## config.mk

```make
export PLATFORM = sky130hd
export DESIGN_NAME = board_input_conditioner
export DESIGN_NICKNAME = d
export VERILOG_FILES = /design/src/rtl/board_io_pkg.sv /design/src/rtl/debounce_bit.sv /design/src/rtl/board_input_conditioner.sv
export SDC_FILE = /design/constraint.sdc
export NUM_CORES = 1
export LEC_CHECK = 0
export CELL_PAD_IN_SITES_DETAIL_PLACEMENT = 1
export CELL_PAD_IN_SITES_GLOBAL_PLACEMENT = 2
export CORE_ASPECT_RATIO = 1.4
export CORE_MARGIN = 8
export CORE_UTILIZATION = 30
export CTS_CLUSTER_DIAMETER = 100
export DETAILED_ROUTE_END_ITERATION = 8
export PLACE_DENSITY_LB_ADDON = 0.15
export SLEW_MARGIN = 20
export SYNTH_ARGS = -nofsm -noshare
export SYNTH_HDL_FRONTEND = slang
export SYNTH_SLANG_ARGS = --single-unit
```

## constraint.sdc

```tcl
create_clock -name clk -period 3.3 [get_ports clk]
set_clock_uncertainty 0.15 [all_clocks]
set_input_delay 0.66 -clock clk [delete_from_list [all_inputs] [get_ports clk]]
set_output_delay 0.66 -clock clk [all_outputs]
set_load 0.02 [all_outputs]
```

## src/rtl/board_io_pkg.sv

```systemverilog
// Shared layout constants and state type for the board input conditioning path.
package board_io_pkg;

   localparam int GPIO_IN_W = 32;
   localparam int SW_LSB    = 0;

   // Keys are packed directly above the switch field.
   function automatic int key_lsb(input int w_sw);
      return w_sw;
   endfunction

   typedef enum logic {PRIME, RUN} cond_state_t;

endpackage

```

## src/rtl/debounce_bit.sv

```systemverilog
// One input bit: two-flop synchronizer followed by a tick-sampled debouncer.
module debounce_bit #(
   parameter int DEBOUNCE_TICKS = 8
) (
   input  logic clk,
   input  logic reset,
   input  logic raw,
   input  logic tick,
   input  logic prime,
   output logic level,
   output logic rise,
   output logic fall
);

   logic       sync_a;
   logic       sync_b;
   logic       stable;
   logic [3:0] cnt;
   logic       accept;

   always_ff @(posedge clk) begin
      if (reset) begin
         sync_a <= 1'b0;
         sync_b <= 1'b0;
      end else begin
         sync_a <= raw;
         sync_b <= sync_a;
      end
   end

   // The count already holds DEBOUNCE_TICKS-1 differing samples, so this tick completes the window.
   assign accept = tick && !prime && (sync_b != stable) && (cnt == 4'(DEBOUNCE_TICKS - 1));

   always_ff @(posedge clk) begin
      if (reset) begin
         stable <= 1'b0;
         cnt    <= 4'd0;
      end else if (tick) begin
         if (prime) begin
            stable <= sync_b;
            cnt    <= 4'd0;
         end else if (sync_b != stable) begin
            if (cnt == 4'(DEBOUNCE_TICKS - 1)) begin
               stable <= sync_b;
               cnt    <= 4'd0;
            end else begin
               cnt <= cnt + 4'd1;
            end
         end else begin
            cnt <= 4'd0;
         end
      end
   end

   assign level = stable;
   assign rise  = accept &  sync_b;
   assign fall  = accept & ~sync_b;

endmodule

```

## src/rtl/board_input_conditioner.sv

```systemverilog
// Debounces board keys and switches into the SoC GPIO input word, with
// key press/release pulses and a write-1-to-clear sticky change register.
module board_input_conditioner
   import board_io_pkg::*;
#(
   parameter int W_KEY          = 4,
   parameter int W_SW           = 18,
   parameter int TICK_CYCLES    = 50000,
   parameter int DEBOUNCE_TICKS = 8
) (
   input  logic                 clk,
   input  logic                 reset,
   input  logic [W_KEY-1:0]     key_n_i,
   input  logic [W_SW-1:0]      sw_i,
   output logic [GPIO_IN_W-1:0] gpio_in_o,
   output logic [W_KEY-1:0]     key_press_o,
   output logic [W_KEY-1:0]     key_release_o,
   output logic [GPIO_IN_W-1:0] event_o,
   input  logic [GPIO_IN_W-1:0] event_clr_i
);

   localparam int NB      = W_KEY + W_SW;
   localparam int KEY_LSB = key_lsb(W_SW);
   localparam int PW      = (TICK_CYCLES > 1) ? $clog2(TICK_CYCLES) : 1;

   if (NB > GPIO_IN_W) begin : g_bad_width
      $error("board_input_conditioner: W_KEY + W_SW exceeds the GPIO word");
   end
   if (TICK_CYCLES < 2) begin : g_bad_tick
      $error("board_input_conditioner: TICK_CYCLES must be at least 2");
   end
   if (DEBOUNCE_TICKS < 2 || DEBOUNCE_TICKS > 15) begin : g_bad_deb
      $error("board_input_conditioner: DEBOUNCE_TICKS must be 2..15");
   end

   logic [PW-1:0]        presc;
   logic                 tick;
   cond_state_t          state;
   cond_state_t          state_next;
   logic [3:0]           prime_cnt;
   logic                 prime;
   logic [NB-1:0]        raw_bits;
   logic [NB-1:0]        level_vec;
   logic [NB-1:0]        rise_vec;
   logic [NB-1:0]        fall_vec;
   logic [GPIO_IN_W-1:0] set_vec;
   logic [GPIO_IN_W-1:0] event_q;

   always_ff @(posedge clk) begin
      if (reset || tick) presc <= '0;
      else               presc <= presc + PW'(1);
   end

   assign tick = (presc == PW'(TICK_CYCLES - 1));

   always_ff @(posedge clk) begin
      if (reset) state <= PRIME;
      else       state <= state_next;
   end

   always_ff @(posedge clk) begin
      if (reset)                       prime_cnt <= 4'd0;
      else if (tick && state == PRIME) prime_cnt <= prime_cnt + 4'd1;
   end

   // PRIME lasts exactly DEBOUNCE_TICKS ticks; the last of them still copies levels silently.
   always_comb begin
      state_next = state;
      if (state == PRIME && tick && prime_cnt == 4'(DEBOUNCE_TICKS - 1)) state_next = RUN;
   end

   always_comb begin
      prime = (state == PRIME);
   end

   always_comb begin
      raw_bits                   = '0;
      raw_bits[SW_LSB +: W_SW]   = sw_i;
      raw_bits[KEY_LSB +: W_KEY] = ~key_n_i;
   end

   for (genvar g = 0; g < NB; g++) begin : g_bit
      debounce_bit #(
         .DEBOUNCE_TICKS(DEBOUNCE_TICKS)
      ) u_debounce (
         .clk  (clk),
         .reset(reset),
         .raw  (raw_bits[g]),
         .tick (tick),
         .prime(prime),
         .level(level_vec[g]),
         .rise (rise_vec[g]),
         .fall (fall_vec[g])
      );
   end

   always_comb begin
      set_vec         = '0;
      set_vec[NB-1:0] = rise_vec | fall_vec;
   end

   // Set is ORed in after the clear so a same-cycle clear never hides a fresh change.
   always_ff @(posedge clk) begin
      if (reset) begin
         key_press_o   <= '0;
         key_release_o <= '0;
         event_q       <= '0;
      end else begin
         key_press_o   <= rise_vec[KEY_LSB +: W_KEY];
         key_release_o <= fall_vec[KEY_LSB +: W_KEY];
         event_q       <= (event_q & ~event_clr_i) | set_vec;
      end
   end

   always_comb begin
      gpio_in_o         = '0;
      gpio_in_o[NB-1:0] = level_vec;
   end

   assign event_o = event_q;

endmodule

```

# After elaboration in Yosys (flattened, before gate mapping)
# Index checks and enable logic that the tools add are counted.
[word_totals]
output_inout_bits = 72
regBits = 215
inputBits = 56
[op_classes]
reduce_logical = 70
n_bitwise = 72
n_addsub = 24
n_eq_ne = 90
mux = 132
[op_table]
columns = ["op", "count"]
rows = [
  ["$mux W4", 66],
  ["$add A4 B1 Y4 const B", 23],
  ["$eq A4 B3 Y1 const B", 23],
  ["$ne A2 B1 Y1 const B", 44],
  ["$mux W1", 66],
  ["$reduce_and A3 Y1", 22],
  ["$logic_and A1 B1 Y1", 47],
  ["$and A1 B1 Y1", 44],
  ["$and A32 B32 Y32", 1],
  ["$not A32 Y32", 1],
  ["$or A32 B22 Y32", 1],
  ["$not A1 Y1", 23],
  ["$ne A1 B1 Y1", 22],
  ["$or A22 B22 Y22", 1],
  ["$add A16 B1 Y16 const B", 1],
  ["$eq A16 B16 Y1 const B", 1],
  ["$not A4 Y4", 1],
  ["$logic_or A1 B1 Y1", 1],
]

# Depth between registers and ports, before layout
[depth]
depth_word = 7
depth_mapped = 9
depth_no_buf = 5

# Hierarchy
# Synthesis repeated with hierarchy kept, for this count alone.
[unflattened]
hier_cells = 1131
area_unflattened_um2 = 10537.6
[modules_own_cells]
columns = ["module", "instances", "cells_per_inst", "seq_area_each_um2", "area_per_inst_um2"]
rows = [
  ["debounce_bit", 22, 40, 140.1, 374.1],
  ["board_input_conditioner", 1, 251, 1221.2, 2307.2],
]

# Least setup slack after synthesis
# Ideal clock, no wire load.
[synth_path]
kind = "input to register"
start = "input reset"
end = "register event_q[13], in the netlist event_o[13]"
n_path_buf = 4
required_ps = 3022
setup_slack_ps = 1238
arrival_ps = 1785
setup_ps = 128
cell_stages = 5
path_cell_list = "clkbuf_1 clkbuf_1 clkbuf_1 buf_1 nor2_1"
[synth_rtl]
columns = ["item", "line_no", "text"]
rows = [
  ["from (decl)", "board_input_conditioner.sv:12", "input logic reset,"],
  ["to (signal assigned)", "board_input_conditioner.sv:111", "event_q <= (event_q & ~event_clr_i) | set_vec;"],
  ["to (decl)", "board_input_conditioner.sv:47", "logic [GPIO_IN_W-1:0] event_q;"],
]
# No word-level cell between the ends.

# Final worst setup path
[layout_path]
start = "register presc[0]"
end = "register g_bit[16].u_debounce.cnt[1]"
[layout_between]
elab_chain_len = 1
[layout_lines]
columns = ["item", "line_no", "text"]
rows = [
  ["from (decl)", "board_input_conditioner.sv:36", "logic [PW-1:0] presc;"],
  ["from (signal assigned)", "board_input_conditioner.sv:51", "else presc <= presc + PW'(1);"],
  ["$eq A16 B16 Y1", "board_input_conditioner.sv:54", "assign tick = (presc == PW'(TICK_CYCLES - 1));"],
  ["to (signal assigned)", "debounce_bit.sv:47", "cnt <= cnt + 4'd1;"],
  ["to (decl)", "debounce_bit.sv:18", "logic [3:0] cnt;"],
]
# Every way passes these cells.
# A chain may end at the register's enable or synchronous reset.

==> results by group <==
Layout
  • Layout cells sized above 1: 0.06769
  • Nets: 1,171
  • Area Growth Syn to Fin: 24.12%
  • Design Area, Final: 11,490 µm²
  • # diodes: 0

Routing
  • Drt drc: 0
  • Antenna viol nets, final: 0
  • Vias per cell: 5.115
  • Via count: 7,662
  • First-iteration detailed-routing DRC count: 257
  • DRT Wirelength: 25.89 mm
  • Drt pass-1 iters: 4
  • Post-DR wirelength/cell: 17.28 µm

Status
  • Outcome: complete, no violations

Floorplanning
  • Core ar.: 30,620 µm²
  • Row Count: 76
  • Die height: 223.8 µm
  • Die width: 164.4 µm
  • I/O pin count: 128
  • Initial Util: 0.3023
  • Die ar.: 36,810 µm²

Synthesis
  • Synth Area in Simple Gates: 0.2408
  • Seq/Total Area, Yosys: 0.4651
  • Synth Flop Type: dfxtp_1
  • Main combinational cell family by area after synthesis: simple AND/OR/NAND/NOR gates
  • Synth area leader: dfxtp_1
  • Synth top area share: 0.4651
  • Most frequent cell after synthesis: dfxtp_1
  • Syn Inst Count: 1,009
  • Synth Warn #: 0
  • Count of flip-flops with a built-in enable after synthesis: 0
  • Top post-synthesis cells by area: dfxtp_1, a32o_1, nand2_1
  • Yosys reg bits: 215
  • Commonest cells post-synth: dfxtp_1, nand2_1, nor2_1
  • Multiplexer share of the synthesized area: 0.001082
  • Syn avg cell area: 9.173 µm²
  • Netlist cell types: 51
  • Mapped Area: 9255 µm²
  • Synth Area in XOR/XNOR: 0.03501
  • Synth Area in Compound Gates: 0.1601
  • Async SR Flop Fraction: 0
  • Synth Area in Adders: 0.03245

Power
  • Flop pwr share: 0.468
  • Switch share: 0.2116
  • Clock power frac: 0.498
  • Net Sw Power: 1.194 mW
  • Worst IR drop on VDD: 285.0 µV
  • Leakage Power: 4.262 nW
  • Internal cell power: 4.449 mW
  • Gate power share: 0.034
  • Power density cells: 491.2 nW/µm²

Global route
  • Initial antenna violation count: 0
  • First-pass GRT wire length: 42.64 mm
  • Pin count of the biggest net entering global routing: 40
  • GR Overflow Total: 0
  • Vias in the first global route: 8,104
  • Gr usage total: 0.1410

Timing
  • Max Freq: 404.8 MHz
  • Hold Fails Final Rpt: 0
  • Slew @ Worst Pin: 0.5592 ns
  • Max_slew headroom: 0.6260
  • Fin. max-slew vios: 0
  • Final setup fails: 0
  • Minimum clock period: 2.470 ns
  • Setup TNS: 0 ns
  • RSZ-0062 raised after global routing: no
  • Crit share post-route: 0.7486

Clocking
  • Clk root buf: clkbuf_16
  • Total CTS buffers: 24
  • Clock Path Buffers: 3
  • Post-CTS Setup Bufs: 0
  • Worst skew pair latency: 0.52 ns
  • Clock-pin slew on the worst setup and hold paths: 0.06 ns
  • CTS tree: built
  • H-Tree Depth: 1
  • Cts hold-fix bufs: 0
  • Clk sinks: 215
  • # resized after CTS: 0

Run
  • Number of max-cap violations: 0

Critical path
  • Crit path max fanout: 21
  • Critical Path RT: 3.62 ns
  • CP endpoint kind: flop
  • Classification of the worst setup path: flop to flop
  • CP startpoint: presc[0]$_SDFF_PP0_
  • Worst reg2reg path startpoint: presc[0]$_SDFF_PP0_
  • Crit path DAT: 2.79 ns
  • Critical path launch point type: flop

Worst hold path
  • Startpoint of the worst hold path: g_bit[8].u_debounce.sync_a$_SDFF_PP0_
  • Worst min-delay path category: flop to flop

Placement
  • GPL Wtd Cong: 0.7099
  • Placed instance area: 10,650 µm²
  • Port Buffer Count: 117
  • DP Wirelength: 17.62 mm
-- sequential cells by signal (all words and copies together), names as in the netlist --
| name | count |
|---|---|
| key_release_o | 4 |
| key_press_o | 4 |
| g_bit.u_debounce.sync_a | 22 |
| prime_cnt | 4 |
| event_o | 32 |
| g_bit.u_debounce.cnt | 88 |
| g_bit.u_debounce.level | 22 |
| state | 1 |
| g_bit.u_debounce.sync_b | 22 |
| presc | 16 |
-- placed cells by master (no fill, tap or decap), types with 14 or more instances in the layout --
cell type        instances
nor3b_1                 27
ha_1                    24
a21oi_1                 33
o21ai_0                 57
nor3_1                  21
nor2_1                  61
xor2_1                  23
buf_4                   18
nand3b_1                22
dfxtp_1                214
nand4_1                 15
nand3_1                 46
clkbuf_16               25
a32o_1                  54
inv_1                   29
nor2b_1                 44
xnor2_1                 14
nand4b_1                18
and3_1                  20
clkdlybuf4s50_1        116
nand2_1                102
-- layer usage --
layer / global-route usage / part of all wire / vias to the layer above / wire [µm]
met1: 0.1737 / 0.44 / 3709 / 11510
met5: 0 / 0 / - / 0
li1: - / - / 3783 / -
met3: 0.02113 / 0.045 / 35 / 1164
met4: 0.04458 / 0.021 / 0 / 541
met2: 0.2467 / 0.49 / 135 / 12670
-- per-stage QoR --
| stage | power (mW) | hold slack [ns] | utilization | cells | setup slack, ns |
|---|---|---|---|---|---|
| floorplan | 2.792 | 0.2638 | - | 1018 | 1.238 |
| global placement | 2.892 | 0.2677 | 0.3478 | 1455 | 0.8592 |
| detailed placement | 2.893 | 0.2749 | 0.3478 | 1455 | 0.7864 |
| CTS | 5.764 | 0.2889 | 0.3752 | 1498 | 0.7706 |
| global route | 5.876 | 0.3083 | 0.3752 | 1498 | 0.6448 |
| finish | 5.642 | 0.2833 | 0.3752 | 1498 | 0.8296 |
-- worst max-delay path, stage by stage (launching register included) --
cell     delay, ns
dfxtp_1       0.37
ha_1          0.22
and3_1        0.35
nand4_4       0.39
nor2_4        0.38
buf_4         0.34
a32o_1        0.21
-- final timing paths --
| check | slack (ns) | cells after the start | to |
|---|---|---|---|
| worst min register to register | 0.28 | 1 | g_bit[8].u_debounce.sync_b$_SDFF_PP0_ |
| worst max-delay path | 0.83 | 6 | g_bit[16].u_debounce.cnt[1]$_SDFFE_PP0P_ |
| worst min-delay path | 0.28 | 1 | g_bit[8].u_debounce.sync_b$_SDFF_PP0_ |
| worst max register to register | 0.83 | 6 | g_bit[16].u_debounce.cnt[1]$_SDFFE_PP0P_ |
-- cell type report --
type	count	area (µm²)
Inverter	30	112.6
Sequential cell	215	4305
Multi-Input combinational cell	685	4427
Clock buffer	39	768.2
Tap cell	390	488.0
Clock inverter	4	70.07
Fill cell	3540	19130
Timing Repair Buffer	135	1316
-- cells by family (layout without fill, tap and decap cells) --
| family | Yosys count | count (layout) |
|---|---|---|
| AND/OR/NAND/NOR | 410 | 410 |
| XOR/XNOR | 37 | 37 |
| other | 1 | 10 |
| flip-flops | 215 | 215 |
| multiplexers | 1 | 1 |
| buffers and inverters | 118 | 208 |
| AO/OA/AOI/OAI | 203 | 203 |
| adder cells (fa/ha/maj) | 24 | 24 |
-- power by group through the flow --
| stage | clock, mW | combinational [mW] | sequential [mW] |
|---|---|---|---|
| finish | 2.81 | 0.193 | 2.64 |
| global route | 3.02 | 0.216 | 2.64 |
| CTS | 2.93 | 0.199 | 2.64 |
| detailed placement | 0 | 0.198 | 2.70 |
| global placement | 0 | 0.196 | 2.70 |
| floorplan | 0 | 0.100 | 2.69 |
No activity file was read; power rests on OpenSTA's default activity.
